==> src/rtl/ysyx_22041412_mdu_pkg.sv <==
// Shared MDU definitions: funct3 codes, multiplier sign-mode encodings, control FSM states.
package ysyx_22041412_mdu_pkg;

  localparam logic [2:0] MUL_F3_MUL    = 3'b000;
  localparam logic [2:0] MUL_F3_MULH   = 3'b001;
  localparam logic [2:0] MUL_F3_MULHSU = 3'b010;
  localparam logic [2:0] MUL_F3_MULHU  = 3'b011;

  // mul_signed bit 1 qualifies the multiplicand, bit 0 the multiplier
  localparam logic [1:0] SGN_SS = 2'b11;
  localparam logic [1:0] SGN_SU = 2'b10;
  localparam logic [1:0] SGN_UU = 2'b00;

  typedef enum logic [1:0] {
    ST_IDLE  = 2'd0,
    ST_REQ   = 2'd1,
    ST_RESP  = 2'd2,
    ST_DRAIN = 2'd3
  } mdu_state_e;

  typedef struct packed {
    logic       w;
    logic [1:0] sgn;
    logic       hi;
  } mul_ctrl_t;

endpackage

==> src/rtl/ysyx_22041412_mul_decode.sv <==
// Combinational funct3/word decode into multiplier controls {w, signed, hi}; zero latency, no flow control.
module ysyx_22041412_mul_decode
  import ysyx_22041412_mdu_pkg::*;
(
  input  logic [2:0] funct3_i,
  input  logic       word_i,
  output mul_ctrl_t  ctrl_o
);

  always_comb begin
    ctrl_o     = '0;
    ctrl_o.w   = word_i;
    ctrl_o.sgn = SGN_SS;
    ctrl_o.hi  = 1'b0;
    if (!word_i) begin
      case (funct3_i)
        MUL_F3_MULH: ctrl_o.hi = 1'b1;
        MUL_F3_MULHSU: begin
          ctrl_o.sgn = SGN_SU;
          ctrl_o.hi  = 1'b1;
        end
        MUL_F3_MULHU: begin
          ctrl_o.sgn = SGN_UU;
          ctrl_o.hi  = 1'b1;
        end
        default: ctrl_o.hi = 1'b0;
      endcase
    end
  end

endmodule

==> src/rtl/ysyx_22041412_mul_ctrl.sv <==
// Multiplier front-end: one op in flight, latency set by the multiplier, result held until wb_ready_i.
// YSYX_22041412_MUL_ZERO_BYPASS_EN: zero operand skips the multiplier and answers 0 the next cycle.
module ysyx_22041412_mul_ctrl
  import ysyx_22041412_mdu_pkg::*;
#(
  parameter int XLEN = 64,
  parameter int RD_W = 5
) (
  input  logic            clk,
  input  logic            rst_n,
  input  logic            ex_valid_i,
  output logic            ex_ready_o,
  input  logic [2:0]      ex_funct3_i,
  input  logic            ex_word_i,
  input  logic [XLEN-1:0] ex_rs1_i,
  input  logic [XLEN-1:0] ex_rs2_i,
  input  logic [RD_W-1:0] ex_rd_i,
  input  logic            flush_i,
  output logic            wb_valid_o,
  input  logic            wb_ready_i,
  output logic [XLEN-1:0] wb_data_o,
  output logic [RD_W-1:0] wb_rd_o,
  output logic            busy_o,
  output logic            mul_req_o,
  output logic [XLEN-1:0] mul_a_o,
  output logic [XLEN-1:0] mul_b_o,
  output logic            mul_w_o,
  output logic [1:0]      mul_signed_o,
  output logic            mul_hi_o,
  output logic            mul_flush_o,
  output logic            mul_ready_o,
  input  logic            mul_valid_i,
  input  logic [XLEN-1:0] mul_result_i
);

  mdu_state_e      state_q, state_d;
  logic [XLEN-1:0] rs1_q, rs1_d, rs2_q, rs2_d, result_q, result_d;
  logic [RD_W-1:0] rd_q, rd_d;
  mul_ctrl_t       ctrl_q, ctrl_d, dec_ctrl;
  logic            drain_q, drain_d;

  ysyx_22041412_mul_decode u_decode (
    .funct3_i (ex_funct3_i),
    .word_i   (ex_word_i),
    .ctrl_o   (dec_ctrl)
  );

  always_comb begin
    state_d  = state_q;
    rs1_d    = rs1_q;
    rs2_d    = rs2_q;
    rd_d     = rd_q;
    ctrl_d   = ctrl_q;
    result_d = result_q;
    drain_d  = drain_q;
    case (state_q)
      ST_IDLE: begin
        if (ex_valid_i && !flush_i) begin
          rs1_d  = ex_rs1_i;
          rs2_d  = ex_rs2_i;
          rd_d   = ex_rd_i;
          ctrl_d = dec_ctrl;
`ifdef YSYX_22041412_MUL_ZERO_BYPASS_EN
          if (ex_rs1_i == '0 || ex_rs2_i == '0) begin
            state_d  = ST_RESP;
            result_d = '0;
          end else begin
            state_d = ST_REQ;
          end
`else
          state_d = ST_REQ;
`endif
        end
      end
      ST_REQ: begin
        // Flush beats a coincident result pulse; the multiplier is drained instead.
        if (flush_i) begin
          state_d = ST_DRAIN;
          drain_d = 1'b0;
        end else if (mul_valid_i) begin
          state_d  = ST_RESP;
          result_d = ctrl_q.w ? {{(XLEN-32){mul_result_i[31]}}, mul_result_i[31:0]}
                              : mul_result_i;
        end
      end
      ST_RESP: begin
        if (flush_i) begin
          state_d  = ST_IDLE;
          result_d = '0;
        end else if (wb_ready_i) begin
          state_d = ST_IDLE;
        end
      end
      ST_DRAIN: begin
        if (flush_i) begin
          drain_d = 1'b0;
        end else if (drain_q) begin
          state_d = ST_IDLE;
          drain_d = 1'b0;
        end else begin
          drain_d = 1'b1;
        end
      end
      default: state_d = ST_IDLE;
    endcase
  end

  always_ff @(posedge clk or negedge rst_n) begin
    if (!rst_n) begin
      state_q  <= ST_IDLE;
      rs1_q    <= '0;
      rs2_q    <= '0;
      rd_q     <= '0;
      ctrl_q   <= '0;
      result_q <= '0;
      drain_q  <= 1'b0;
    end else begin
      state_q  <= state_d;
      rs1_q    <= rs1_d;
      rs2_q    <= rs2_d;
      rd_q     <= rd_d;
      ctrl_q   <= ctrl_d;
      result_q <= result_d;
      drain_q  <= drain_d;
    end
  end

  // Request drops the cycle the result pulse arrives so the multiplier cannot restart.
  assign mul_req_o    = (state_q == ST_REQ) && !mul_valid_i && !flush_i;
  assign mul_flush_o  = (state_q != ST_IDLE) && flush_i;
  assign ex_ready_o   = (state_q == ST_IDLE) && !flush_i;
  assign busy_o       = (state_q != ST_IDLE);
  assign wb_valid_o   = (state_q == ST_RESP) && !flush_i;
  assign wb_data_o    = result_q;
  assign wb_rd_o      = rd_q;
  assign mul_a_o      = rs1_q;
  assign mul_b_o      = rs2_q;
  assign mul_w_o      = ctrl_q.w;
  assign mul_signed_o = ctrl_q.sgn;
  assign mul_hi_o     = ctrl_q.hi;
  assign mul_ready_o  = 1'b1;

endmodule

==> config.mk <==
export PLATFORM = sky130hd
export DESIGN_NAME = ysyx_22041412_mul_ctrl
export DESIGN_NICKNAME = d
export VERILOG_FILES = /design/src/rtl/ysyx_22041412_mdu_pkg.sv /design/src/rtl/ysyx_22041412_mul_decode.sv /design/src/rtl/ysyx_22041412_mul_ctrl.sv
export SDC_FILE = /design/constraint.sdc
export NUM_CORES = 1
export LEC_CHECK = 0
export BUFFER_PORTS_ARGS = -buffer_cell sky130_fd_sc_hd__buf_2
export CORE_MARGIN = 2
export CORE_UTILIZATION = 30
export CTS_BUF_LIST = sky130_fd_sc_hd__clkbuf_2 sky130_fd_sc_hd__clkbuf_4 sky130_fd_sc_hd__clkbuf_8
export DETAILED_ROUTE_END_ITERATION = 10
export SKIP_CTS_REPAIR_TIMING = 1
export SYNTH_ARGS = -nofsm -noshare
export SYNTH_HDL_FRONTEND = slang
export SYNTH_SLANG_ARGS = --single-unit
==> constraint.sdc <==
create_clock -name clk -period 4.6 [get_ports clk]
set_clock_uncertainty 0.2 [all_clocks]
set_input_delay 0.92 -clock clk [delete_from_list [all_inputs] [get_ports clk]]
set_output_delay 0.92 -clock clk [all_outputs]
set_load 0.01 [all_outputs]
; ---- After elaboration in Yosys (flattened, before gate mapping)
; Index checks and enable logic that the tools add are counted.
[totals]
elab_cells = 61
ff_bits = 204
output_inout_bits = 207
[classes]
n_eq_ne = 15
reduce_logical = 17
mux = 20
[ops]
columns = op, count
row1 = $mux 64, 4
row2 = $pmux 64 s2, 1
row3 = $mux 2, 7
row4 = $ne 2x2->1 const B, 7
row5 = $pmux 2 s4, 1
row6 = $eq 3x2->1 const B, 2
row7 = $logic_and 1x1->1, 6
row8 = $ne 3x3->1 const B, 2
row9 = $reduce_bool 2->1, 3
row10 = $reduce_and 5->1, 1
row11 = $eq 2x2->1 const B, 2
row12 = $mux 1, 4
row13 = $pmux 2 s2, 1
row14 = $reduce_and 2->1, 2
row15 = $reduce_and 4->1, 1
row16 = $eq 3x1->1 const B, 1
row17 = $mux 3, 1
row18 = $reduce_or 3->1, 1
row19 = $eq 2x1->1 const B, 1
row20 = $logic_not 1->1, 2
row21 = $logic_not 2->1, 1
row22 = $pmux 1 s2, 1

; ---- Logic depth before layout (Yosys ltp)
; Gate-level depths: netlist of run 1.
[depth]
depth_word = 4
depth_mapped = 6

; ---- Modules after synthesis
; Synthesis of run 1 repeated with hierarchy kept, for this count alone.
[unflattened]
hier_cells = 507
hier_area_um2 = 7900.1
[modules_own_cells]
columns = mod, cells_per_inst, area_per_inst_um2, instances
row1 = ysyx_22041412_mul_ctrl, 502, 7870.0, 1
row2 = ysyx_22041412_mul_decode, 5, 30.0, 1

; ---- Worst setup path after synthesis of run 1
; OpenSTA, ideal clock, no wires.
[synth_timing]
path_kind = input port to output port
from = in flush_i
to = out mul_req_o
t_arrival_ps = 1505
stages = 2
slack_ps = 1975
n_path_buf = 1
cell_sequence = clkbuf_1 nor4_1
[synth_between]
elab_chain_cells = 2
[synth_lines]
columns = element, line
row1 = "start, declared", ysyx_22041412_mul_ctrl.sv:18  ; input logic flush_i,
row2 = $logic_not 1->1, ysyx_22041412_mul_ctrl.sv:129  ; assign mul_req_o = (state_q == ST_REQ) && !mul_valid_i && !flush_i;
row3 = $logic_and 1x1->1, ysyx_22041412_mul_ctrl.sv:129
row4 = "end, declared", ysyx_22041412_mul_ctrl.sv:24  ; output logic mul_req_o,
; No other way between the ends.

; ---- Worst setup path in the final report of run 1
[layout_timing]
from = reg state_q[0]
to = out mul_req_o
[layout_between]
elab_chain_cells = 3
[layout_lines]
columns = element, line
row1 = "start, declared", ysyx_22041412_mul_ctrl.sv:36  ; mdu_state_e state_q, state_d;
row2 = "start signal, assigned", ysyx_22041412_mul_ctrl.sv:118  ; state_q <= state_d;
row3 = $eq 2x1->1, ysyx_22041412_mul_ctrl.sv:129
row4 = $logic_and 1x1->1 (2 in series), ysyx_22041412_mul_ctrl.sv:129
; No other way between the ends.

==> results of run 1 <==
[stage by stage]
| step | power, mW | std cells | instance area [sq um] | worst slack [ps] |
|---|---|---|---|---|
| 2_1_floorplan | 4.580 | 510 | 7757 | 1975 |
| 6_report | 7.701 | 1287 | 10990 | 1757 |
| 3_3_place_gp | 5.860 | 1220 | 10160 | 1735 |
| 5_1_grt | 8.225 | 1285 | 10980 | 1492 |
| 4_1_cts | 7.840 | 1285 | 10980 | 1695 |
| 3_5_place_dp | 5.920 | 1220 | 10160 | 1701 |
[sequential cells by signal, indices dropped and copies added, names as in the netlist]
name / flops
mul_a_o: 64
mul_b_o: 64
wb_data_o: 64
wb_rd_o: 5
mul_signed_o: 2
state_q: 2
drain_q: 1
mul_hi_o: 1
mul_w_o: 1
[worst paths after layout]
check	start	end	slack (ps)
max	state_q[0]	mul_req_o	1760
min	rst_n	mul_a_o[57]	260
max reg2reg	state_q[0]	wb_data_o[24]	2280
min reg2reg	mul_a_o[1]	mul_a_o[1]	280
max in group asynchronous	rst_n	mul_a_o[15]	3100
min in group clk	mul_a_o[1]	mul_a_o[1]	280
[power by group through the flow]
| stage | Clock, mW | Sequential (mW) | Combinational (mW) |
|---|---|---|---|
| after floorplan | 0 | 3.50 | 1.08 |
| after global placement | 0 | 3.11 | 2.75 |
| after detailed placement | 0 | 3.12 | 2.80 |
| after CTS | 1.93 | 3.11 | 2.80 |
| after global routing | 2.01 | 3.22 | 2.99 |
| final | 1.86 | 3.10 | 2.74 |
[metal layers]
layer	wire, um	global-route usage	share of wire	up-vias
met5	0	0	0	-
met4	604	0.05652	0.028	0
met3	1918	0.04696	0.088	51
met2	10550	0.2503	0.48	265
met1	8728	0.1881	0.40	2872
li1	-	-	-	2706
[cells by family (layout without fill, tap and decap cells)]
family                 Yosys count  count (layout)  share of synthesized area
buffers and inverters           43             488                    0.02742
AO/OA/AOI/OAI                  109             109                     0.1037
flip-flops                     204             204                     0.6581
other                            1               3                  0.0004834
multiplexers                   133             133                     0.1931
AND/OR/NAND/NOR                 20              20                    0.01726
[layout by cell type, fill, tap and decap left out]
cell type,synthesis,routed
a21oi_1,34,34
nor2_1,4,4
nor4bb_4,0,1
o21ai_0,6,6
nor3_1,1,1
a22o_1,32,32
o2bb2ai_1,33,33
nand2_1,2,2
inv_1,4,4
nand3b_1,1,1
or2_2,1,1
diode_2,0,2
nor4b_4,1,1
a31oi_4,0,1
mux2_1,82,82
bufinv_16,0,2
mux2_2,51,51
a41oi_1,1,1
nor4_1,1,1
buf_2,14,411
a31oi_1,1,1
o211ai_1,1,1
nor2b_1,4,4
buf_12,0,3
dfrtp_1,204,204
clkbuf_8,0,49
clkbuf_4,0,7
nor3b_1,2,2
clkinv_2,0,3
buf_4,9,4
conb_1,1,1
and2_1,2,2
clkinvlp_4,0,5
[final cells by class]
| type | count | share of cell area |
|---|---|---|
| diodes | 2 | 0.0004555 |
| repair buffers | 419 | 0.1967 |
| well taps | 330 | 0.03758 |
| clock buffers | 55 | 0.06491 |
| inverters | 4 | 0.001366 |
| multi-input cells | 263 | 0.2242 |
| flip-flops and latches | 204 | 0.4646 |
| clock inverters | 10 | 0.01025 |
==> flow_metrics.py, run 1 <==
metrics = {
    "routing": {
        "vias_per_cell": 4.580,
        "drt-total-wl_um": 21800,
        "vias": 5894,
        "post_drt_wl_per_cell_um": 16.94,
        "ant_nets": 0,
        "firstDrtPassIters": 4,
        "drc_errors": 0,
        "initialDrtViolationCount": 234,
    },
    "placement": {
        "dp_hpwl_um": 15720,
        "routabilityCongestion": 0.7729,
        "numPortBuffers": 412,
    },
    "clock_network": {
        "htree_levels": 2,
        "ctsLongestPathBuffers": 3,
        "clk_latency_ps": 500,
        "numCtsBuffers": 37,
        "cts_tree": "yes",
        "root_buffer": "clkbuf_8",
        "cts.reportedPaths.clkPinSlew_ps": 70,
        "clock_sinks": 204,
    },
    "global_routing": {
        "grt_max_degree": 102,
        "antenna_found_initial": 1,
        "groute.usage.overall": 0.1520,
        "grt_pass1_vias": 5879,
        "grt_pass1_wl_um": 32260,
        "grt-ovfl-total": 0,
    },
    "cells_and_area": {
        "syn_to_final_growth_pct": 41.64,
        "fill_cells": 2396,
        "multi_input_area_sq_um": 2464,
        "post-route-util": 0.4351,
        "area.sequential_sq_um": 5105,
        "drive_gt1_frac": 0.5644,
        "fin_nets": 1136,
    },
    "setup_path": {
        "crit_path_max_incr_delay_ps": 580,
        "path_cells": "inv_1 > nor4_1 > buf_2",
        "path_depth": 3,
        "rr_worst_depth": 5,
        "crit_type": "flop to output pin",
        "critPathMaxFanout": 13,
        "cp_slowest_cell": "dfrtp_1",
        "cp_num_buf_inv": 2,
        "cp_top_family": "flip-flops",
        "required_ps": 3480,
        "critPathCaptureType": "output pin",
        "cp.arrival_ps": 1720,
        "start_kind": "flop",
    },
    "sta": {
        "period_needed_ps": 2843,
        "rsz0062_at_grt": "no",
        "finalHoldViolCount": 0,
        "slew_viol_final": 0,
        "worst_hold_slack_ps": 264.1,
        "slew_headroom": 0.2110,
        "setup_viol": 0,
        "fmax_ghz": 0.3518,
        "setup-tns-final_ps": 0,
        "period_share": 0.6179,
        "worst_pin_slew_ps": 1183,
    },
    "yosys": {
        "ys_seq_elements": 204,
        "synth.most_common_cell": "dfrtp_1",
        "synthFlopType": "dfrtp_1",
        "synth_common_cells": "dfrtp_1, mux2_1, mux2_2",
        "syn_inst": 510,
        "synth_area_leaders": "dfrtp_1, mux2_1, mux2_2",
        "synth.net_count": 717,
        "ys_types": 27,
        "avgSynthCellArea_sq_um": 15.21,
        "synth_top_cell_by_area": "dfrtp_1",
        "seq_area_frac_synth": 0.6581,
        "synth_edf_count": 0,
        "synth_top_area_share": 0.6581,
        "syn-cell-area_sq_um": 7757,
        "ys_async_sr_fraction": 1.000,
        "ys_warn_count": 0,
    },
    "power": {
        "power_frac_seq": 0.403,
        "p_leak_nw": 5.540,
        "p_clk_frac": 0.241,
        "power_density_nw_per_um2": 700.8,
        "switching_share": 0.3395,
        "p_switching_mw": 2.614,
        "share_comb_of_total_power": 0.356,
        "ir_worst_vdd_v": 0.0002824,
        "internal_power_mw": 5.087,
    },
    "floorplanning": {
        "dieArea_sq_um": 27160,
        "coreArea_sq_um": 25250,
        "io-pin-count": 414,
        "floorplan.initialDensity": 0.3072,
        "die_h_um": 164.8,
        "die_x_um": 164.8,
        "rows": 58,
    },
    "run": {
        "cap_violations": 0,
    },
    "outcome": {
        "status": "finished clean",
    },
    "hold_path": {
        "min_path_type": "primary input to asynchronous set/reset pin",
    },
}
No activity file was read; power rests on OpenSTA's default activity.
==> run 2, diff against run 1 <==
clock period = 2.5 ns   (was 4.6 ns; I/O delays follow)
==> run 2 against run 1 <==
Register-to-register slack got worse by 1800 ps; first-iteration DRC count increased by 4.3%; sequential power increased by 85%; sequential share of layout area decreased by 4.7 points; sequential cell count unchanged; wire length increased by 7.1%; clock power increased by 68%; global-route usage increased by 0.090 points; critical path depth unchanged; total power increased by 84%; core utilization increased by 4.9 points; largest cell class unchanged; highest routed layer unchanged.
==> flow_metrics.py, run 2 (synthesis gave the netlist of run 1 again) <==
metrics = {
    "outcome": {
        "status": "finished clean",
    },
    "routing": {
        "post_drt_wl_per_cell_um": 16.51,
        "drc_errors": 0,
        "initialDrtViolationCount": 244,
        "ant_nets": 0,
        "firstDrtPassIters": 4,
        "vias_per_cell": 4.527,
        "drt-total-wl_um": 23360,
        "vias": 6406,
    },
    "clock_network": {
        "htree_levels": 2,
        "cts_tree": "yes",
        "numCtsBuffers": 36,
        "cts.reportedPaths.clkPinSlew_ps": 60,
        "root_buffer": "clkbuf_8",
        "clock_sinks": 204,
        "ctsLongestPathBuffers": 3,
        "clk_latency_ps": 490,
    },
    "sta": {
        "worst_hold_slack_ps": 12.67,
        "fmax_ghz": 0.4287,
        "setup_viol": 0,
        "setup-tns-final_ps": 0,
        "period_share": 0.9330,
        "worst_pin_slew_ps": 609.9,
        "period_needed_ps": 2333,
        "slew_viol_final": 0,
        "rsz0062_at_grt": "no",
        "finalHoldViolCount": 0,
        "slew_headroom": 0.5934,
    },
    "setup_path": {
        "cp_top_family": "flip-flops",
        "r2r_slack_ps": 450,
        "reg2reg_from": "state_q[1]",
        "crit_path_max_incr_delay_ps": 510,
        "critPathMaxFanout": 11,
        "crit_type": "flop to output pin",
        "cp_slowest_cell": "dfrtp_2",
        "path_cells": "or2_2 > and2_1 > buf_2",
        "cp_num_buf_inv": 1,
        "required_ps": 1800,
        "start_kind": "flop",
        "cp.arrival_ps": 1630,
        "rr_worst_depth": 4,
        "critPathCaptureType": "output pin",
        "r2r_end": "mul_b_o[55]",
    },
    "power": {
        "power_density_nw_per_um2": 1155,
        "total_power_mw": 14.14,
        "p_leak_nw": 6.081,
        "ir_worst_vdd_v": 0.0005555,
    },
    "floorplanning": {
        "die_x_um": 164.8,
        "io-pin-count": 414,
        "floorplan.initialDensity": 0.3072,
        "coreArea_sq_um": 25250,
        "dieArea_sq_um": 27160,
        "die_h_um": 164.8,
        "rows": 58,
    },
    "cells_and_area": {
        "fin_nets": 1268,
        "final_common_cell": "buf_2",
        "syn_to_final_growth_pct": 57.71,
        "drive_gt1_frac": 0.5055,
        "final_cell_mix": "buf_2, dfrtp_1, dlygate4sd3_1",
    },
    "global_routing": {
        "antenna_found_initial": 1,
        "grt-ovfl-total": 0,
        "grt_pass1_wl_um": 32490,
        "grt_pass1_vias": 5988,
        "grt_max_degree": 66,
        "groute.usage.overall": 0.1529,
    },
    "hold_path": {
        "min_path_type": "primary input to flop",
        "hold_depth": 2,
        "min-delay-start": "ex_rs2_i[33]",
        "hold_end": "mul_b_o[33]",
    },
    "placement": {
        "dp_hpwl_um": 16040,
        "numPortBuffers": 412,
        "routabilityCongestion": 0.7482,
    },
    "run": {
        "cap_violations": 0,
    },
}
run 2: changes by cell type in the layout (fill, tap and decap cells not counted), sizes merged:
cell / change
clkbuf: +2
clkinvlp: -2
buf: +11
dlygate4sd3: +122
clkinv: -2
bufinv: -2
diode: -1
run 2: stage by stage:
| step | area (sq um) | std cells | utilization | setup slack (ps) |
|---|---|---|---|---|
| finish | 12230 | 1415 | 0.4844 | 167.5 |
| detailed placement | 10260 | 1231 | 0.4065 | 258.1 |
| CTS | 11010 | 1292 | 0.4359 | 25.04 |
| global placement | 10260 | 1231 | 0.4065 | 289.0 |
| global route | 12230 | 1415 | 0.4844 | 96.02 |
| floorplan | 7757 | 510 | - | 589.1 |
run 2: cell type report:
class | instances | area (sq um)
diodes | 1 | 2.502
clock buffers | 57 | 715.7
clock inverters | 4 | 27.53
fillers | 2253 | 13020
inverters | 4 | 15.01
multi-input cells | 263 | 2464
flip-flops and latches | 204 | 5107
well taps | 330 | 412.9
repair buffers | 552 | 3490
run 2: where the power goes:
part / total [mW] / switching [mW] / internal, mW
Combinational: 5.28 / 2.67 / 2.61
Clock: 3.13 / 1.32 / 1.81
Sequential: 5.73 / 0.832 / 4.90
run 2: metal layers:
layer / GRT usage / vias to the layer above / share of wire
li1: - / 2964 / -
met2: 0.2573 / 278 / 0.50
met1: 0.1827 / 3103 / 0.39
met5: 0 / - / 0
met4: 0.05850 / 0 / 0.028
met3: 0.04897 / 61 / 0.082
run 2: worst max-delay path by stage:
stage | from | to | slack (ps) | depth (start not counted)
floorplan | state_q[1] | mul_a_o[11] | 590 | 5
global placement | flush_i | mul_a_o[13] | 290 | 5
detailed placement | flush_i | mul_b_o[11] | 260 | 5
CTS | state_q[0] | mul_req_o | 30 | 3
global route | state_q[1] | mul_flush_o | 100 | 3
finish | state_q[1] | mul_flush_o | 170 | 3
==> run 3, diff against run 2 <==
ABC_AREA = 1   (was unset)
BUFFER_PORTS_ARGS = unset   (was -buffer_cell sky130_fd_sc_hd__buf_2)
DONT_BUFFER_PORTS = 1   (was unset)
==> run 3 against run 2 <==
The flow now finishes with violations (negative hold slack); maximum frequency rose by 2.2%; synthesized cell count rose by 78%; highest routed layer unchanged; non-clock buffer count fell by 358; critical path depth did not move.
==> flow_metrics.py, run 3 <==
metrics = {
    "outcome": {
        "status": "finished with violations",
        "violations": "negative hold slack",
    },
    "floorplanning": {
        "floorplan.initialDensity": 0.3064,
        "coreArea_sq_um": 27030,
        "die_x_um": 170.1,
        "rows": 60,
        "die_h_um": 170.1,
        "io-pin-count": 414,
        "dieArea_sq_um": 28950,
    },
    "global_routing": {
        "antenna_found_initial": 0,
        "groute.usage.overall": 0.1476,
        "grt-ovfl-total": 0,
        "grt_pass1_wl_um": 33380,
        "grt_max_degree": 205,
        "grt_pass1_vias": 5863,
    },
    "sta": {
        "setup_ws_ps": 217.4,
        "finalHoldViolCount": 205,
        "slew_viol_final": 0,
        "fmax_ghz": 0.4381,
        "worst_hold_slack_ps": -494.1,
        "period_needed_ps": 2283,
        "setup_viol": 0,
        "setup-tns-final_ps": 0,
        "period_share": 0.9131,
        "rsz0062_at_grt": "no",
    },
    "placement": {
        "dpl.cell_count": 1201,
        "dpl_worst_slack_ps": 524.3,
        "numPortBuffers": 0,
        "dp_hpwl_um": 15750,
        "dpl_cell_area_sq_um": 8363,
        "routabilityCongestion": 0.7842,
    },
    "hold_path": {
        "min_path_type": "primary input to asynchronous set/reset pin",
    },
    "yosys": {
        "syn-cell-area_sq_um": 8280,
        "synth_edf_count": 0,
        "synth.most_common_cell": "nand2_1",
        "synth_top_cell_by_area": "dfrtp_1",
        "synth_area_leaders": "dfrtp_1, nand2_1, buf_6",
        "synth_simple_gate_area_share": 0.2374,
        "ys_async_sr_fraction": 1.000,
        "synth.area.mux_share": 0,
        "synthFlopType": "dfrtp_1",
        "synthAdderAreaFrac": 0,
        "synth_compound_area_frac": 0.06558,
        "synth_xor_area_frac": 0,
        "synth.net_count": 1116,
        "ys_types": 22,
        "ys_warn_count": 0,
        "avgSynthCellArea_sq_um": 9.109,
        "synth_common_cells": "nand2_1, dfrtp_1, nand3_1",
        "ys_seq_elements": 204,
        "syn_inst": 909,
        "seq_area_frac_synth": 0.6165,
        "synth_top_family_by_area": "simple AND/OR/NAND/NOR gates",
        "synth_top_area_share": 0.6165,
    },
    "power": {
        "power_density_nw_per_um2": 1152,
        "ir_worst_vdd_v": 0.0005404,
        "p_leak_nw": 5.503,
        "total_power_mw": 12.61,
    },
    "clock_network": {
        "root_buffer": "clkbuf_8",
        "cts_tree": "yes",
        "ctsLongestPathBuffers": 3,
        "htree_levels": 2,
        "cts.reportedPaths.clkPinSlew_ps": 60,
        "numCtsBuffers": 36,
        "clock_sinks": 204,
        "clk_latency_ps": 510,
    },
    "routing": {
        "initialDrtViolationCount": 533,
        "ant_nets": 0,
        "vias_per_cell": 4.761,
        "post_drt_wl_per_cell_um": 17.43,
        "drt-total-wl_um": 25180,
        "firstDrtPassIters": 4,
        "drc_errors": 0,
        "vias": 6875,
    },
    "cells_and_area": {
        "final_cell_mix": "nand2_1, dfrtp_1, dlygate4sd3_1",
        "fin_nets": 1290,
        "post-route-util": 0.4050,
        "layoutNonFillerInstCount": 1444,
        "final_common_cell": "nand2_1",
        "syn_to_final_growth_pct": 32.18,
        "drive_gt1_frac": 0.07072,
        "diodes": 0,
        "design_area_sq_um": 10950,
    },
    "setup_path": {
        "critPathMaxFanout": 6,
        "cp.arrival_ps": 1580,
        "path_cells": "nor2_1 > inv_2 > nor2_1",
        "cp_num_buf_inv": 1,
        "start_kind": "flop",
        "r2r_slack_ps": 480,
        "crit_path_max_incr_delay_ps": 430,
        "required_ps": 1800,
        "cp_slowest_cell": "dfrtp_1",
        "critPathCaptureType": "output pin",
        "cp_common_cell": "nor2_1",
        "crit_type": "flop to output pin",
        "cp_top_family": "simple AND/OR/NAND/NOR gates",
    },
    "run": {
        "cap_violations": 0,
    },
}
==> run 3: changes by cell type in the layout (fill, tap and decap cells not counted), sizes merged, moves of 3 or more <==
cell         delta
buf           -420
nand2         +413
mux2          -133
nand3          +67
dlygate4sd3    +63
o21ai          +62
inv            +43
o2bb2ai        -33
a22o           -32
nor2            +7
nor2b           -4
clkinvlp        -3
==> run 3: cell families after synthesis <==
logic type / Yosys count
and+or+nand+nor: 495
DFF: 204
buffers and inverters: 105
AOI/OAI and AO/OA: 104
other: 1
==> run 3: power breakdown <==
| group | internal [mW] | leakage [nW] | switching [mW] |
|---|---|---|---|
| Clock | 1.81 | 0.390 | 1.32 |
| Combinational | 1.09 | 2.55 | 1.56 |
| Sequential | 4.82 | 2.57 | 2.00 |
==> run 3: worst paths after layout <==
check / end / from / depth (start not counted)
setup / recovery: ex_ready_o / state_q[0] / 3
hold / removal: mul_a_o[41] / rst_n / 0
setup reg to reg: mul_a_o[48] / state_q[0] / 7
hold reg to reg: drain_q / drain_q / 1
max in group asynchronous: wb_data_o[56] / rst_n / 0
min in group clk: wb_data_o[50] / mul_result_i[50] / 2
==> run 3: layout make-up <==
cell class	count	area [sq um]
timing repair buffer	194	1982
fill	2587	16080
multi-input combinational	600	2522
clock buffer	56	720.7
sequential	204	5105
clock inverter	2	10.01
tap	341	426.7
inverter	47	178.9
==> run 3: worst register-to-register path, stage by stage (launching register included) <==
cell and delay, ps:
dfrtp_1 430, nor2_1 240, inv_2 150, nor2_4 170, inv_4 190, buf_12 240, nand2_1 210, nand2_1 60
==> run 3: layer usage <==
| metal | global-route usage | wire length, um |
|---|---|---|
| met1 | 0.1758 | 9646 |
| met2 | 0.2301 | 12130 |
| met3 | 0.05860 | 2349 |
| met4 | 0.07692 | 1052 |
| met5 | 0 | 0 |
